## src/rtl/reorder_buffer_if.sv

```systemverilog
// Dispatch, writeback and retire signals of the reorder buffer; ids are always 7 bits wide.
// master = dispatch/writeback side, slave = the reorder buffer itself.
interface reorder_buffer_if #(
    parameter int WORD_SIZE = 32
);
    logic                 alloc_valid;
    logic [1:0]           alloc_instruction_type;
    logic [WORD_SIZE-1:0] alloc_pc;
    logic                 alloc_ready;
    logic [6:0]           alloc_rob_id;

    logic                 wb_valid;
    logic [6:0]           wb_rob_id;
    logic [WORD_SIZE-1:0] wb_result;
    logic                 wb_exception;
    logic [WORD_SIZE-1:0] wb_virtual_addr_exception;

    logic                 commit_valid;
    logic [6:0]           commit_rob_id;
    logic [1:0]           commit_instruction_type;
    logic [WORD_SIZE-1:0] commit_pc;
    logic [WORD_SIZE-1:0] commit_result;
    logic                 commit_exception;
    logic [WORD_SIZE-1:0] commit_virtual_addr_exception;
    logic                 flush;
    logic [6:0]           count;

    modport master (
        output alloc_valid, alloc_instruction_type, alloc_pc,
        input  alloc_ready, alloc_rob_id,
        output wb_valid, wb_rob_id, wb_result, wb_exception, wb_virtual_addr_exception,
        input  commit_valid, commit_rob_id, commit_instruction_type, commit_pc,
        input  commit_result, commit_exception, commit_virtual_addr_exception,
        input  flush, count
    );

    modport slave (
        input  alloc_valid, alloc_instruction_type, alloc_pc,
        output alloc_ready, alloc_rob_id,
        input  wb_valid, wb_rob_id, wb_result, wb_exception, wb_virtual_addr_exception,
        output commit_valid, commit_rob_id, commit_instruction_type, commit_pc,
        output commit_result, commit_exception, commit_virtual_addr_exception,
        output flush, count
    );
endinterface

```

## src/rtl/reorder_buffer.sv

```systemverilog
// In-order completion tracker: id granted combinationally at dispatch, retire one cycle after writeback.
// No retire back-pressure; dispatch stalls only when full or during an excepting (flushing) commit.
module reorder_buffer #(
    parameter int WORD_SIZE   = 32,
    parameter int ROB_ENTRIES = 8
) (
    input  logic            clk,
    input  logic            reset,
    reorder_buffer_if.slave rob
);
    localparam int         PTR_W     = $clog2(ROB_ENTRIES);
    localparam logic [6:0] ENTRIES_C = 7'(ROB_ENTRIES);

    typedef logic [PTR_W-1:0] ptr_t;

    typedef struct packed {
        logic [1:0]           itype;
        logic [WORD_SIZE-1:0] pc;
        logic [WORD_SIZE-1:0] result;
        logic                 exc;
        logic [WORD_SIZE-1:0] vaddr;
    } entry_t;

    entry_t                 entry_q [ROB_ENTRIES];
    logic [ROB_ENTRIES-1:0] busy_q, busy_d;
    logic [ROB_ENTRIES-1:0] done_q, done_d;
    ptr_t                   head_q, head_d;
    ptr_t                   tail_q, tail_d;
    logic [6:0]             count_q, count_d;

    ptr_t wb_idx;
    logic wb_in_range;
    logic commit_vld;
    logic flush_vld;
    logic alloc_rdy;
    logic alloc_fire;
    logic wb_fire;

    assign wb_idx      = rob.wb_rob_id[PTR_W-1:0];
    assign wb_in_range = rob.wb_rob_id < ENTRIES_C;
    assign commit_vld  = busy_q[head_q] && done_q[head_q];
    assign flush_vld   = commit_vld && entry_q[head_q].exc;
    assign alloc_rdy   = (count_q < ENTRIES_C) && !flush_vld;
    assign alloc_fire  = rob.alloc_valid && alloc_rdy;
    // A writeback racing the retire of its own entry is dropped so the freed slot stays clean.
    assign wb_fire     = rob.wb_valid && wb_in_range && busy_q[wb_idx] && !flush_vld
                         && !(commit_vld && (wb_idx == head_q));

    always_comb begin
        busy_d  = busy_q;
        done_d  = done_q;
        head_d  = head_q;
        tail_d  = tail_q;
        count_d = count_q;
        if (flush_vld) begin
            busy_d  = '0;
            done_d  = '0;
            head_d  = '0;
            tail_d  = '0;
            count_d = '0;
        end else begin
            if (wb_fire) begin
                done_d[wb_idx] = 1'b1;
            end
            if (commit_vld) begin
                busy_d[head_q] = 1'b0;
                done_d[head_q] = 1'b0;
                head_d         = head_q + 1'b1;
            end
            if (alloc_fire) begin
                busy_d[tail_q] = 1'b1;
                done_d[tail_q] = 1'b0;
                tail_d         = tail_q + 1'b1;
            end
            count_d = count_q + {6'd0, alloc_fire} - {6'd0, commit_vld};
        end
    end

    always_ff @(posedge clk or posedge reset) begin
        if (reset) begin
            busy_q  <= '0;
            done_q  <= '0;
            head_q  <= '0;
            tail_q  <= '0;
            count_q <= '0;
        end else begin
            busy_q  <= busy_d;
            done_q  <= done_d;
            head_q  <= head_d;
            tail_q  <= tail_d;
            count_q <= count_d;
        end
    end

    // Payload is only written on a handshake; stale fields are masked by busy/done.
    always_ff @(posedge clk or posedge reset) begin
        if (reset) begin
            for (int i = 0; i < ROB_ENTRIES; i++) begin
                entry_q[i] <= '0;
            end
        end else begin
            if (alloc_fire) begin
                entry_q[tail_q].itype <= rob.alloc_instruction_type;
                entry_q[tail_q].pc    <= rob.alloc_pc;
            end
            if (wb_fire) begin
                entry_q[wb_idx].result <= rob.wb_result;
                entry_q[wb_idx].exc    <= rob.wb_exception;
                entry_q[wb_idx].vaddr  <= rob.wb_virtual_addr_exception;
            end
        end
    end

    assign rob.alloc_ready                   = alloc_rdy;
    assign rob.alloc_rob_id                  = {{(7-PTR_W){1'b0}}, tail_q};
    assign rob.commit_valid                  = commit_vld;
    assign rob.commit_rob_id                 = {{(7-PTR_W){1'b0}}, head_q};
    assign rob.commit_instruction_type       = entry_q[head_q].itype;
    assign rob.commit_pc                     = entry_q[head_q].pc;
    assign rob.commit_result                 = entry_q[head_q].result;
    assign rob.commit_exception              = entry_q[head_q].exc;
    assign rob.commit_virtual_addr_exception = entry_q[head_q].vaddr;
    assign rob.flush                         = flush_vld;
    assign rob.count                         = count_q;
endmodule

```

## src/flat_wrapper.sv

```systemverilog
// flat-port wrapper written by rule: the top's interface ports become plain ports
module reorder_buffer_flat 
#(
    parameter int WORD_SIZE   = 32,
    parameter int ROB_ENTRIES = 8
)
  (clk, reset, rob_alloc_valid, rob_alloc_instruction_type, rob_alloc_pc, rob_alloc_ready, rob_alloc_rob_id, rob_wb_valid, rob_wb_rob_id, rob_wb_result, rob_wb_exception, rob_wb_virtual_addr_exception, rob_commit_valid, rob_commit_rob_id, rob_commit_instruction_type, rob_commit_pc, rob_commit_result, rob_commit_exception, rob_commit_virtual_addr_exception, rob_flush, rob_count);
  reorder_buffer_if #(.WORD_SIZE(WORD_SIZE)) rob_i ();
  input  logic clk;
  input  logic reset;
  input wire logic [$bits(rob_i.alloc_valid)-1:0] rob_alloc_valid;
  input wire logic [$bits(rob_i.alloc_instruction_type)-1:0] rob_alloc_instruction_type;
  input wire logic [$bits(rob_i.alloc_pc)-1:0] rob_alloc_pc;
  output wire logic [$bits(rob_i.alloc_ready)-1:0] rob_alloc_ready;
  output wire logic [$bits(rob_i.alloc_rob_id)-1:0] rob_alloc_rob_id;
  input wire logic [$bits(rob_i.wb_valid)-1:0] rob_wb_valid;
  input wire logic [$bits(rob_i.wb_rob_id)-1:0] rob_wb_rob_id;
  input wire logic [$bits(rob_i.wb_result)-1:0] rob_wb_result;
  input wire logic [$bits(rob_i.wb_exception)-1:0] rob_wb_exception;
  input wire logic [$bits(rob_i.wb_virtual_addr_exception)-1:0] rob_wb_virtual_addr_exception;
  output wire logic [$bits(rob_i.commit_valid)-1:0] rob_commit_valid;
  output wire logic [$bits(rob_i.commit_rob_id)-1:0] rob_commit_rob_id;
  output wire logic [$bits(rob_i.commit_instruction_type)-1:0] rob_commit_instruction_type;
  output wire logic [$bits(rob_i.commit_pc)-1:0] rob_commit_pc;
  output wire logic [$bits(rob_i.commit_result)-1:0] rob_commit_result;
  output wire logic [$bits(rob_i.commit_exception)-1:0] rob_commit_exception;
  output wire logic [$bits(rob_i.commit_virtual_addr_exception)-1:0] rob_commit_virtual_addr_exception;
  output wire logic [$bits(rob_i.flush)-1:0] rob_flush;
  output wire logic [$bits(rob_i.count)-1:0] rob_count;
  assign rob_i.alloc_valid = rob_alloc_valid;
  assign rob_i.alloc_instruction_type = rob_alloc_instruction_type;
  assign rob_i.alloc_pc = rob_alloc_pc;
  assign rob_alloc_ready = rob_i.alloc_ready;
  assign rob_alloc_rob_id = rob_i.alloc_rob_id;
  assign rob_i.wb_valid = rob_wb_valid;
  assign rob_i.wb_rob_id = rob_wb_rob_id;
  assign rob_i.wb_result = rob_wb_result;
  assign rob_i.wb_exception = rob_wb_exception;
  assign rob_i.wb_virtual_addr_exception = rob_wb_virtual_addr_exception;
  assign rob_commit_valid = rob_i.commit_valid;
  assign rob_commit_rob_id = rob_i.commit_rob_id;
  assign rob_commit_instruction_type = rob_i.commit_instruction_type;
  assign rob_commit_pc = rob_i.commit_pc;
  assign rob_commit_result = rob_i.commit_result;
  assign rob_commit_exception = rob_i.commit_exception;
  assign rob_commit_virtual_addr_exception = rob_i.commit_virtual_addr_exception;
  assign rob_flush = rob_i.flush;
  assign rob_count = rob_i.count;
  reorder_buffer #(.WORD_SIZE(WORD_SIZE), .ROB_ENTRIES(ROB_ENTRIES)) u_core (.clk(clk), .reset(reset), .rob(rob_i));
endmodule
```

## config.mk

```make
export PLATFORM = sky130hd
export DESIGN_NAME = reorder_buffer_flat
export DESIGN_NICKNAME = d
export VERILOG_FILES = /design/src/rtl/reorder_buffer_if.sv /design/src/rtl/reorder_buffer.sv /design/src/flat_wrapper.sv
export SDC_FILE = /design/constraint.sdc
export NUM_CORES = 2
export LEC_CHECK = 0
export CAP_MARGIN = 25
export CORE_ASPECT_RATIO = 0.9
export CORE_MARGIN = 3
export CORE_UTILIZATION = 45
export CTS_CLUSTER_DIAMETER = 120
export CTS_CLUSTER_SIZE = 30
export DETAILED_ROUTE_END_ITERATION = 16
export HOLD_SLACK_MARGIN = 0.15
export SYNTH_ARGS = -nofsm -noshare
export SYNTH_HDL_FRONTEND = slang
export SYNTH_SLANG_ARGS = --single-unit
```

## constraint.sdc

```tcl
create_clock -name clk -period 45 [get_ports clk]
set_input_delay 13.5 -clock clk [delete_from_list [all_inputs] [get_ports clk]]
set_output_delay 13.5 -clock clk [all_outputs]
set_load 0.03 [all_outputs]
```

==> impl_metrics.tcl <==
set metrics [dict create \
    viasPerCell 6.08 \
    drv_slew 0 \
    seqCellArea_um2 20500 \
    grt_max_degree 105 \
    power.leakage_nw 18.9 \
    drtIter0Drc 1599 \
    yosysUniqueCellTypes 59 \
    cts_num_sinks 821 \
    synth-seq-area-share_pct 58.1 \
    grt-ovfl-total 0 \
    cts-htree-levels 1 \
    cp-start-kind "flip-flop" \
    hold_path.class "flip-flop to flip-flop" \
    hpwl_mm 54.0 \
    port_buffers 224 \
    status "completed" \
    worst_ir_drop_vdd_uv 27.8 \
    syn_area_um2 35400 \
    postCtsHoldBufs 0 \
    via_count 22200 \
    dieArea_um2 82000 \
    critPathArrivalTime_ns 5.04 \
    synth_area_leaders "dfrtp_1 (58%), mux2_2 (24%), a22oi_1 (8.3%)" \
    grt_pass1_vias 23400 \
    antenna_found_initial 13 \
    crit_required_ns 31.50 \
    rsz0062_at_grt "false" \
    syn_to_final_growth_pct 11.3 \
    synth_top_area_share_pct 58.1 \
    ys.warnings.count 0 \
    clock_latency_ns 0.64 \
    clockBufferDepth 3 \
    hold_violations 0 \
    yosys.area.top_type "dfrtp_1" \
    wire_per_inst_um 26.4 \
    powerDensity_nw_per_um2 29.4 \
    root_buffer "clkbuf_16" \
    fill_cells 6602 \
    grt_pass1_wl_mm 147 \
    synth_edf_count 0 \
    cts_tree "built" \
    postCtsSetupBuffers 0 \
    fin_cells 3651 \
    total_power_mw 1.16 \
    ys_ff_latch 821 \
    place_inst 3606 \
    mostFrequentLayoutCells "dfrtp_1 (821), mux2_2 (749), a22oi_1 (393)" \
    dr.pass1.iters 5 \
    cap_violations 0 \
    worst_pin_slew_ns 1.11 \
    antenna_left 0 \
    clock_skew_ns 0.0259 \
    fp.dieW_um 302 \
    finalCritPeriodShare_pct 41.2 \
    tns_ns 0 \
    final_common_cell "dfrtp_1" \
    ios 233 \
    max_freq_ghz 0.0539 \
    gp_congestion 0.764 \
    setup_viol 0 \
    async_flop_share_pct 100 \
    multiInputGateArea_um2 13900 \
    post_synth.cell_area_avg_um2 14.2 \
    drt_wl_total_mm 96.2 \
    synthCells 2495 \
    cts_resized 0 \
    nets 2737 \
    drc 0 \
    drive_gt1_share_pct 34.1 \
    grt_use_total_pct 23.1 \
    cp_max_fo 49 \
    path_class "flip-flop to output pin" \
    fp.dieH_um 272 \
    clk_pin_slew_worst_paths_ns 0.12 \
    rows 96 \
    max_slew_margin_pct 26.1 \
    numCtsBuffers 31 \
    finalCriticalPeriod_ns 18.54 \
    ys.flop_type "dfrtp_1" \
    core_um2 77100 \
    initial_core_util_pct 45.9 \
    cp-end-kind "output pin" \
]
power by group:
part	total, mW	leakage, nW	internal [mW]	switching, mW
clock	0.346	0.392	0.125	0.221
sequential	0.761	11.4	0.753	0.00788
combinational	0.0521	7.16	0.0223	0.0299
through the flow:
stage	hold slack (ns)	worst slack, ns	cell area (um2)	utilization (%)
2_1_floorplan	0.464	8.44	35400	-
3_3_place_gp	0.474	27.04	38400	49.8
3_5_place_dp	0.481	26.85	38400	49.9
4_1_cts	0.507	26.45	39200	50.9
5_1_grt	0.522	26.23	39400	51.0
6_report	0.504	26.46	39400	51.1
worst max-delay path: stages, from the launching register on:
cell	delay, ns
dfrtp_1	0.64
nor2b_1	0.33
nor2b_4	0.72
buf_4	0.82
buf_4	0.66
a22oi_1	0.19
nand4_1	0.26
clkdlybuf4s50_1	0.74
flip-flops by register name (all words and copies together) (netlist names):
| register | cells |
|---|---|
| u_core.tail_q | 3 |
| u_core.entry_q | 792 |
| u_core.done_q | 8 |
| u_core.busy_q | 8 |
| u_core.rob.count | 7 |
| u_core.head_q | 3 |
worst paths after layout:
check                           slack, ns                start                                    end  cells after the start
min in group asynchronous           13.33                reset                    u_core.rob.count[5]                      2
max in group asynchronous           28.12                reset                     u_core.entry_q[68]                      7
worst max register to register      40.46     u_core.head_q[2]                    u_core.rob.count[6]                     16
worst min-delay path                 0.50  u_core.entry_q[265]                    u_core.entry_q[265]                      1
worst max-delay path                26.46     u_core.head_q[0]  rob_commit_virtual_addr_exception[12]                      7
worst min register to register       0.50  u_core.entry_q[265]                    u_core.entry_q[265]                      1
kinds of logic (layout without fill, tap and decap cells):
| family | count (synthesis) | in the layout | synth area share, % |
|---|---|---|---|
| flops | 821 | 821 | 58.1 |
| simple gates | 200 | 200 | 3.27 |
| compound gates | 443 | 443 | 9.31 |
| mux | 797 | 797 | 25.7 |
| xor+xnor | 9 | 9 | 0.223 |
| fa+ha+maj | 12 | 12 | 0.446 |
| other cells | 1 | 16 | 0.0106 |
| buf+inv | 212 | 324 | 2.97 |
layout make-up:
cell class / instances / share of cell area (%)
Clock buffer: 31 / 1.97
Multi-Input combinational cell: 1469 / 35.3
Clock inverter: 1 / 0.0508
Antenna cell: 8 / 0.0508
Inverter: 18 / 0.191
Timing Repair Buffer: 274 / 6.96
Sequential cell: 821 / 52.2
Tap cell: 1029 / 3.27
cell usage after synthesis, types with 2 or more instances:
cell type,count
a21o_1,3
a21oi_1,11
a221oi_1,4
a22oi_1,393
and2_1,5
and3_1,6
and4_1,2
buf_1,6
buf_2,59
buf_4,38
buf_6,5
clkbuf_1,86
dfrtp_1,821
ha_1,11
inv_1,16
inv_2,2
mux2_1,15
mux2_2,749
mux2_4,29
mux2i_1,3
nand2_1,19
nand2b_1,12
nand3_1,5
nand3b_1,2
nand4_1,102
nor2_1,25
nor2b_1,6
nor3_1,5
o211a_1,3
o211ai_1,2
o21a_1,2
o21ai_0,13
o21bai_1,2
xnor2_1,8
routing by layer:
layer / routed length, um / vias up / part of all wire, % / track usage [%]
met5: 68 / - / 0.071 / 0
met4: 1530 / 10 / 1.6 / 3.95
met3: 4470 / 96 / 4.6 / 3.40
met2: 46700 / 491 / 49 / 38.1
met1: 43500 / 12000 / 45 / 33.0
li1: - / 9567 / - / -
(Power assumes the default switching activity.)
==> RTL edit, RTL diff (same flow settings) <==
`WORD_SIZE` is set to 32 in 3 places; all go to 16.
--- a/src/rtl/reorder_buffer_if.sv
+++ b/src/rtl/reorder_buffer_if.sv
@@ -3,3 +3,3 @@
 interface reorder_buffer_if #(
-    parameter int WORD_SIZE = 32
+    parameter int WORD_SIZE = 16
 );
--- a/src/rtl/reorder_buffer.sv
+++ b/src/rtl/reorder_buffer.sv
@@ -3,3 +3,3 @@
 module reorder_buffer #(
-    parameter int WORD_SIZE   = 32,
+    parameter int WORD_SIZE   = 16,
     parameter int ROB_ENTRIES = 8
--- a/src/flat_wrapper.sv
+++ b/src/flat_wrapper.sv
@@ -3,3 +3,3 @@
 #(
-    parameter int WORD_SIZE   = 32,
+    parameter int WORD_SIZE   = 16,
     parameter int ROB_ENTRIES = 8
Interface: changed (6 resized); port bits go from 233 to 137. No check against the original RTL was run, so the function may have changed too.
==> RTL edit against the original RTL <==
- critical path depth down 2
- wire length down 50%
- power down 44%
- area after synthesis down 45%
- final area down 45%
- sequential cell count down 384
- worst setup slack better by 1.1 ns
==> RTL edit: results (changes against the original RTL) <==
[worst_setup_path]
r2r-end = u_core.rob.count[6]
r2r_cells = 14  ; -2
critPathArrivalTime_ns = 3.97  ; -1.07 ns
setup.worst_path.end = rob_commit_result[12]
crit_fanout = 32  ; -35%
regToRegSetupSlack_ns = 40.59  ; +0.13 ns
reg2reg_from = u_core.head_q[1]
crit_start = u_core.head_q[1]

[timing]
worst_pin_slew_ns = 0.998  ; -0.111 ns
period_needed_ns = 17.47  ; -1.08 ns
skew_ns = 0.0253  ; -0.000571 ns

[grt]
first_global_vias = 12749  ; -45%
grt_util_met1 = 0.299  ; -0.0307
grt_pass1_wl_mm = 76.5  ; -48%
grt_use_met2 = 0.358  ; -0.0231
antenna_found_initial = 2  ; -11
grt_max_degree = 83  ; -21%
grt_use_total = 0.211  ; -0.0201
gr-usage-met3 = 0.0259  ; -0.00805

[power]
switching_share = 0.229  ; +0.00618
vdd_drop_max_mv = 0.0197  ; -29%
p_leak_nw = 10.5  ; -45%

[synth]
synthMuxAreaShare = 0.249  ; -0.00793
synth_compound_area_frac = 0.0945  ; +0.00149
yosys.area_share.adder = 0.00811  ; +0.00365
synth.top_cells.by_count = dfrtp_1, mux2_2, a22oi_1
yosys_warnings = 0  ; unchanged
synth_xor_area_frac = 0.00451  ; +0.00228
ys_types = 52  ; -12%
ys_seq_area_frac = 0.562  ; -0.0183
netlist_top_cells_area = dfrtp_1, mux2_2, a22oi_1
synth_cells = 1400  ; -44%

[route]
dr.pass1.iters = 5  ; unchanged
wl_met2_mm = 23.3  ; -50%
vias = 12092  ; -46%
met1_length_mm = 22.5  ; -48%
drtIter0Drc = 712  ; -55%
via_per_inst = 5.95  ; -2.2%
top_layer_used = met5
wl_met3_mm = 1.64  ; -63%
routed_wl_mm = 48.2  ; -50%

[clocking]
cts_buffers = 18  ; -42%
clk_latency_ns = 0.54  ; -0.10 ns
cts_setup_buffers = 0  ; unchanged
cts.repair.resized = 0  ; unchanged
cts.path.max_buffers = 3  ; unchanged
htree_levels = 1  ; unchanged
clock-root-buffer = clkbuf_16

[cells_and_area]
fin_nets = 1559  ; -43%
layout-drive-gt1-share = 0.327  ; -0.0136
top_regs = u_core.entry_q: 408 flops, u_core.busy_q: 8 flops, u_core.done_q: 8 flops

[placement]
dp_cells = 2008  ; -44%
place_area_um2 = 21200  ; -45%
place_hpwl_mm = 27.6  ; -49%
portBuffers = 128  ; -43%
gp_congestion = 0.755  ; -1.1%
dpl_worst_slack_ns = 28.09  ; +1.24 ns

[outcome]
status = completed

[RTL edit: cell count changes after synthesis, moves of 29 or more]
| cell | before | now |
|---|---|---|
| dfrtp_1 | 821 | 437 |
| buf_4 | 38 | 9 |
| mux2_2 | 749 | 350 |
| mux2_4 | 29 | 58 |
| nand4_1 | 102 | 55 |
| clkbuf_1 | 86 | 52 |
| a22oi_1 | 393 | 200 |
[RTL edit: area by class of cell]
cell class                      count  area (um2)
Sequential cell                   437       10900
Clock inverter                      1        16.3
Clock buffer                       19         475
Timing Repair Buffer              162        1680
Tap cell                          547         684
Fill cell                        3622       20400
Multi-Input combinational cell    847        7940
Inverter                           19        78.8
Antenna cell                        1        2.50
[RTL edit: power groups by stage]
stage          clock (mW)  sequential, mW  combinational (mW)
3_5_place_dp            0           0.420              0.0454
3_3_place_gp            0           0.419              0.0444
6_report            0.196           0.412              0.0457
5_1_grt             0.216           0.414              0.0504
2_1_floorplan           0           0.418              0.0276
4_1_cts             0.205           0.412              0.0454
[RTL edit: how the worst min path moves through the flow]
stage / from / to / slack [ns]
after floorplan: u_core.entry_q[16] / u_core.entry_q[16] / 0.47
after global placement: u_core.entry_q[24] / u_core.entry_q[24] / 0.49
after detailed placement: u_core.entry_q[283] / u_core.entry_q[283] / 0.49
after CTS: u_core.entry_q[49] / u_core.entry_q[49] / 0.52
after global routing: u_core.entry_q[98] / u_core.entry_q[98] / 0.53
final: u_core.entry_q[100] / u_core.entry_q[100] / 0.51
[RTL edit: critical path: stages (launching register included)]
cell             delay (ns)
dfrtp_1                0.98
and2_2                 0.67
buf_4                  0.58
a22oi_1                0.19
nand4_1                0.24
clkdlybuf4s50_1        0.72
